**config.mk**
```make
export PLATFORM = sky130hd
export DESIGN_NAME = fir_decim_out_flat
export DESIGN_NICKNAME = d
export VERILOG_FILES = /design/src/rtl/fir_pkg.sv /design/src/rtl/fir_decim_out_if.sv /design/src/rtl/fir_sample_fifo.sv /design/src/rtl/fir_decim_out.sv /design/src/flat_wrapper.sv
export SDC_FILE = /design/constraint.sdc
export NUM_CORES = 1
export LEC_CHECK = 0
export BUFFER_PORTS_ARGS = -buffer_cell sky130_fd_sc_hd__buf_2
export CORE_MARGIN = 2
export CORE_UTILIZATION = 61
export CTS_CLUSTER_DIAMETER = 100
export DETAILED_ROUTE_END_ITERATION = 16
export PLACE_DENSITY_LB_ADDON = 0.3
export SETUP_SLACK_MARGIN = 0.15
export SLEW_MARGIN = 0
export SYNTH_ARGS = -nofsm -noshare
export SYNTH_HDL_FRONTEND = slang
export SYNTH_SLANG_ARGS = --single-unit
```
**constraint.sdc**
```tcl
create_clock -name clk -period 3.5 [get_ports clk]
set_input_delay 0.7 -clock clk [delete_from_list [all_inputs] [get_ports clk]]
set_output_delay 0.7 -clock clk [all_outputs]
set_load 0.005 [all_outputs]
```
**src/rtl/fir_pkg.sv**
```systemverilog
// ============================================================================
// Module   : fir_pkg
// Purpose  : Shared sample type and rounding helper for the FIR output path.
// Revision : 1.0  initial release
// ============================================================================
`default_nettype none

package fir_pkg;

    localparam int SAMPLE_W = 16;

    typedef logic signed [SAMPLE_W-1:0] sample_t;

    // Half an LSB of the decimated result; zero when there is no decimation.
    function automatic int round_term(input int decim_log2);
        return (decim_log2 > 0) ? (1 << (decim_log2 - 1)) : 0;
    endfunction

endpackage

`default_nettype wire

```
**src/rtl/fir_decim_out_if.sv**
```systemverilog
// ============================================================================
// Module   : fir_decim_out_if
// Purpose  : valid/ready result stream between the decimator and its consumer.
// Revision : 1.0  initial release
// ============================================================================
`default_nettype none

interface fir_decim_out_if
    import fir_pkg::*;
#(
    parameter int DATA_W = SAMPLE_W
);

    logic signed [DATA_W-1:0] dout;
    logic                     dout_valid;
    logic                     dout_ready;

    modport master (output dout, output dout_valid, input dout_ready);
    modport slave  (input dout, input dout_valid, output dout_ready);

endinterface

`default_nettype wire

```
**src/rtl/fir_sample_fifo.sv**
```systemverilog
// ============================================================================
// Module   : fir_sample_fifo
// Purpose  : Synchronous first-word-fall-through FIFO with occupancy count.
// Revision : 1.0  initial release
// ============================================================================
`default_nettype none

module fir_sample_fifo #(
    parameter int DATA_W = 16,
    parameter int AW     = 3
) (
    input  wire logic              clk,
    input  wire logic              reset,
    input  wire logic              wr_en,
    input  wire logic [DATA_W-1:0] din,
    input  wire logic              rd_en,
    output logic      [DATA_W-1:0] dout,
    output logic      [AW:0]       level,
    output logic                   full,
    output logic                   empty
);

    localparam int c_depth = 1 << AW;

    logic [DATA_W-1:0] r_mem [c_depth];
    logic [AW-1:0]     r_wr_ptr;
    logic [AW-1:0]     r_rd_ptr;
    logic [AW:0]       r_level;
    logic              w_rd;
    logic              w_wr;

    assign empty = (r_level == '0);
    assign full  = (r_level == (AW+1)'(c_depth));
    assign w_rd  = rd_en && !empty;
    // A write into a full FIFO is only legal when a read frees the slot on the same edge.
    assign w_wr  = wr_en && (!full || w_rd);

    always_ff @(posedge clk) begin
        if (w_wr) begin
            r_mem[r_wr_ptr] <= din;
        end
    end

    always_ff @(posedge clk or posedge reset) begin
        if (reset) begin
            r_wr_ptr <= '0;
            r_rd_ptr <= '0;
            r_level  <= '0;
        end else begin
            if (w_wr) begin
                r_wr_ptr <= r_wr_ptr + AW'(1);
            end
            if (w_rd) begin
                r_rd_ptr <= r_rd_ptr + AW'(1);
            end
            r_level <= r_level + (AW+1)'(w_wr) - (AW+1)'(w_rd);
        end
    end

    assign dout  = r_mem[r_rd_ptr];
    assign level = r_level;

endmodule

`default_nettype wire

```
**src/rtl/fir_decim_out.sv**
```systemverilog
// ============================================================================
// Module   : fir_decim_out
// Purpose  : Integrate-and-dump decimator with rounding, FIFO buffering and
//            a valid/ready output stream with sticky overflow.
// Revision : 1.0  initial release
// ============================================================================
`default_nettype none

module fir_decim_out
    import fir_pkg::*;
#(
    parameter int DATA_W     = SAMPLE_W,
    parameter int DECIM_LOG2 = 2,
    parameter int FIFO_AW    = 3
) (
    input  wire logic                     clk,
    input  wire logic                     reset,
    input  wire logic signed [DATA_W-1:0] y_in,
    input  wire logic                     in_en,
    fir_decim_out_if.master               m_if,
    output logic             [FIFO_AW:0]  level,
    output logic                          overflow,
    input  wire logic                     ovf_clr
);

    localparam int c_acc_w = DATA_W + DECIM_LOG2;
    localparam int c_sum_w = c_acc_w + 1;
    localparam int c_ph_w  = (DECIM_LOG2 > 0) ? DECIM_LOG2 : 1;

    localparam logic        [c_ph_w-1:0]  c_last  = c_ph_w'((1 << DECIM_LOG2) - 1);
    localparam logic signed [c_sum_w-1:0] c_round = c_sum_w'(round_term(DECIM_LOG2));

    logic signed [c_acc_w-1:0] r_acc;
    logic        [c_ph_w-1:0]  r_phase;
    logic                      r_ovf;

    logic signed [c_sum_w-1:0] w_sum;
    logic        [DATA_W-1:0]  w_res;
    logic                      w_unused;
    logic                      w_close;
    logic                      w_pop;
    logic                      w_drop;
    logic                      w_wr;
    logic        [DATA_W-1:0]  w_fifo_dout;
    logic                      w_full;
    logic                      w_empty;

    assign w_close = in_en && (r_phase == c_last);

    // One spare bit keeps the rounding add from wrapping at full-scale input.
    assign w_sum    = c_sum_w'(r_acc) + c_sum_w'(y_in) + c_round;
    assign w_res    = w_sum[DECIM_LOG2 +: DATA_W];
    assign w_unused = ^w_sum;

    assign w_pop  = !w_empty && m_if.dout_ready;
    assign w_drop = w_close && w_full && !w_pop;
    assign w_wr   = w_close && !w_drop;

    always_ff @(posedge clk or posedge reset) begin
        if (reset) begin
            r_acc   <= '0;
            r_phase <= '0;
        end else if (in_en) begin
            if (w_close) begin
                r_acc   <= '0;
                r_phase <= '0;
            end else begin
                r_acc   <= r_acc + c_acc_w'(y_in);
                r_phase <= r_phase + c_ph_w'(1);
            end
        end
    end

    // A drop on the same edge as a clear wins, so no loss goes unreported.
    always_ff @(posedge clk or posedge reset) begin
        if (reset) begin
            r_ovf <= 1'b0;
        end else if (w_drop) begin
            r_ovf <= 1'b1;
        end else if (ovf_clr) begin
            r_ovf <= 1'b0;
        end
    end

    fir_sample_fifo #(
        .DATA_W (DATA_W),
        .AW     (FIFO_AW)
    ) u_fifo (
        .clk    (clk),
        .reset  (reset),
        .wr_en  (w_wr),
        .din    (w_res),
        .rd_en  (w_pop),
        .dout   (w_fifo_dout),
        .level  (level),
        .full   (w_full),
        .empty  (w_empty)
    );

    // FIFO memory is not reset, so the head word is masked while empty.
    assign m_if.dout       = w_empty ? '0 : w_fifo_dout;
    assign m_if.dout_valid = !w_empty;
    assign overflow        = r_ovf;

endmodule

`default_nettype wire
```
**src/flat_wrapper.sv**
```systemverilog
// flat-port wrapper written by rule: the top's interface ports become plain ports
module fir_decim_out_flat import fir_pkg::*;
#(
    parameter int DATA_W     = SAMPLE_W,
    parameter int DECIM_LOG2 = 2,
    parameter int FIFO_AW    = 3
)
  (clk, reset, y_in, in_en, level, overflow, ovf_clr, m_if_dout, m_if_dout_valid, m_if_dout_ready);
  fir_decim_out_if #(.DATA_W(DATA_W)) m_if_i ();
  input  wire logic clk;
  input  wire logic reset;
  input  wire logic signed [DATA_W-1:0] y_in;
  input  wire logic in_en;
  output logic             [FIFO_AW:0] level;
  output logic overflow;
  input  wire logic ovf_clr;
  output wire logic [$bits(m_if_i.dout)-1:0] m_if_dout;
  output wire logic [$bits(m_if_i.dout_valid)-1:0] m_if_dout_valid;
  input wire logic [$bits(m_if_i.dout_ready)-1:0] m_if_dout_ready;
  assign m_if_dout = m_if_i.dout;
  assign m_if_dout_valid = m_if_i.dout_valid;
  assign m_if_i.dout_ready = m_if_dout_ready;
  fir_decim_out #(.DATA_W(DATA_W), .DECIM_LOG2(DECIM_LOG2), .FIFO_AW(FIFO_AW)) u_core (.clk(clk), .reset(reset), .y_in(y_in), .in_en(in_en), .m_if(m_if_i), .level(level), .overflow(overflow), .ovf_clr(ovf_clr));
endmodule
```
==> results.md <==
* Post-synthesis cell count at 558
* Peak VDD IR at 0.0004827 V
* Final period utilization at 88.84%
* Synth area leader: edfxtp_1
* Max H-tree Level at 4
* Worst reg2reg startpoint: u_core.r_acc[2]$_DFFE_PP0P_
* Routed len/inst at 20.23 um
* Design Power at 8935 uW
* Crit. End Element: primary output
* FMAX at 321.6 MHz
* Endpoints failing setup at 0
* Drt pass-1 iters at 5
* CTS Buf Count at 17
* Post-synth top cells: edfxtp_1, ha_1, inv_1, nor2_1, mux4_2
* Routed Antenna Nets at 0
* Largest net degree at the start of global routing at 35
* Startpoint Class: register
* Crit path DAT at 2410 ps
* Post-synth net total at 639
* Tightest Pin Transition at 666.3 ps
* I/O Buffers at 42
* Syn_area_per_cell at 14.63 um2
* Post-synth EDFFs at 128
* Async S/R FF share, synth at 19.50%
* Area grow syn2layout at 13.40%
* Clock root cell: clkbuf_16
* Max-cap violations at 0
* Mapped Area at 8163 um2
* Cts hold-fix bufs at 0
* GRT Util Overall at 25.12%
* Worst Path Class, Setup: register to primary output
* Yosys top cell area share at 47.09%
* Detailed-route DRC error count at 0
* PD cells at 965.3 nW/um2
* Initial Utilization at 62.13%
* Clk_lat worst skew at 430 ps
* Outcome: finished clean
* Chip height at 119.7 um
* Row count at 42
* RSZ-0062 raised after global routing: no
* Die width at 119.7 um
* Register area at 4621 um2
* Vias per cell at 5.946
* Cell with the most instances after synthesis: edfxtp_1
* Fillers at 864
* Crit-path max FO at 14
* Top FF cell, synth: edfxtp_1
* Setup bufs post-CTS at 0
* Vias in the first global route at 5055
* Slew margin rel. at 55.26%
* Total negative slack at 0 ps
* Final #Nets at 708
* Antenna violations before repair at 0
* Fin crit period at 3109 ps
* Multi-input logic area at 3313 um2
* Final GP Congestion at 0.9079
* Clk sinks at 159
* CTS tree: done
* I/O Pins at 43
* Netlist cell types at 70
* Fraction of layout cells with a size suffix above 1 at 23.94%
* Sequential element share of the synthesized area at 56.59%
* Via count at 4846
* Grt total ovfl at 0
* Hold Crit Class: input pin to async pin
* Warnings, synthesis at 0
* Worst-path clk slew at 60 ps
* Synth top area cells: edfxtp_1, dfrtp_1, mux4_2
* Seq cells post-synth at 159
* Initial DRC count at 302
* Hold Violations, Final at 0
* Final Max Tran Viols at 0
* Required @ worst endpoint at 2800 ps
* Clock Path Buffers at 2
* DPL Wire Length at 11020 um
* First-pass GRT wire length at 26680 um
* Post_cts resized at 0
* Leakage at 0.003595 uW
* Total die area at 14320 um2
* Diode count at 0
* Drt total wl at 16490 um
* Final Skew at 5.390 ps
* Final Core Density at 70.46%
* Core footprint at 13140 um2
* Worst setup startpoint: u_core.u_fifo.r_rd_ptr[0]$_DFFE_PP0N_
[layout make-up]
| type | instances | share of cell area (%) |
|---|---|---|
| timing repair buffer | 69 | 4.461 |
| sequential | 159 | 49.92 |
| inverter | 42 | 1.703 |
| tap | 176 | 2.379 |
| clock buffer | 20 | 4.717 |
| clock inverter | 11 | 1.027 |
| multi-input combinational | 338 | 35.79 |
[cell families (layout without fill, tap and decap cells)]
family	Yosys count	in the layout	share of synthesized area (%)
AND/OR/NAND/NOR	109	109	6.699
adder cells (fa/ha/maj)	60	60	10.76
AO/OA/AOI/OAI	84	84	7.863
buffers and inverters	61	142	3.188
flip-flops	159	159	56.59
multiplexers	53	53	11.47
XOR/XNOR	32	32	3.433
[metrics by stage]
step	cells	cell area [um2]	hold slack [ps]	worst slack [ps]
2_1_floorplan	558	8163	458.7	424.6
3_3_place_gp	784	8725	482.8	141.6
3_5_place_dp	784	8725	481.5	67.52
4_1_cts	815	9256	366.4	335.0
5_1_grt	815	9256	416.3	198.4
6_report	815	9256	364.4	390.7
[worst max-delay path, cell delays in order, from the launching register on]
cell,delay (ps)
dfrtp_2,650
buf_4,380
mux4_2,570
mux2i_1,190
nor2_1,70
buf_2,130
[worst paths after layout]
check | end | slack, ps | cells after the start
max | m_if_dout[10] | 390 | 5
min | u_core.u_fifo.level[2]$_DFF_PP0_ | 360 | 3
max reg2reg | u_core.u_fifo.r_mem[1][12]$_DFFE_PP_ | 430 | 9
min reg2reg | u_core.r_acc[2]$_DFFE_PP0P_ | 490 | 1
max in group asynchronous | u_core.u_fifo.r_rd_ptr[0]$_DFFE_PP0N_ | 2790 | 3
min in group clk | u_core.overflow$_DFFE_PP0P_ | 470 | 2
[placed cells by master, fill, tap and decap left out, drive strengths merged, types with 2 or more instances in the layout]
master,instances
edfxtp,128
buf,69
ha,43
inv,41
nor2,35
mux4,32
dfrtp,31
nand2,26
a21oi,20
clkbuf,20
xnor2,17
mux2i,17
fa,17
xor2,15
o21ai,12
nand2b,10
nor3,10
a31oi,8
nand3,7
clkinv,7
a22o,6
o22ai,6
o21bai,4
mux2,4
nor3b,4
clkinvlp,4
nand4,4
a21o,4
nor2b,3
a31o,3
o31ai,3
o21a,2
a311oi,2
o221ai,2
o21ba,2
o211ai,2
[state kept, by name, summed over array words and instances (netlist names)]
signal / cells
u_core.u_fifo.r_wr_ptr: 3
u_core.overflow: 1
u_core.r_phase: 2
u_core.u_fifo.r_rd_ptr: 3
u_core.u_fifo.level: 4
u_core.u_fifo.r_mem: 128
u_core.r_acc: 18
[per-layer routing]
| metal | global-route usage [%] | vias to the layer above | part of all wire [%] | wire (um) |
|---|---|---|---|---|
| met5 | 0 | - | 0 | 0 |
| met4 | 9.044 | 0 | 2.0 | 333 |
| met3 | 4.753 | 34 | 4.4 | 729 |
| met2 | 43.11 | 142 | 52 | 8558 |
| met1 | 32.27 | 2442 | 42 | 6869 |
| li1 | - | 2228 | - | - |
[report_power, final]
| group | internal, uW | switching, uW |
|---|---|---|
| Sequential | 2970 | 232 |
| Clock | 965 | 713 |
| Combinational | 1730 | 2330 |
No activity file was read; power rests on OpenSTA's default activity.
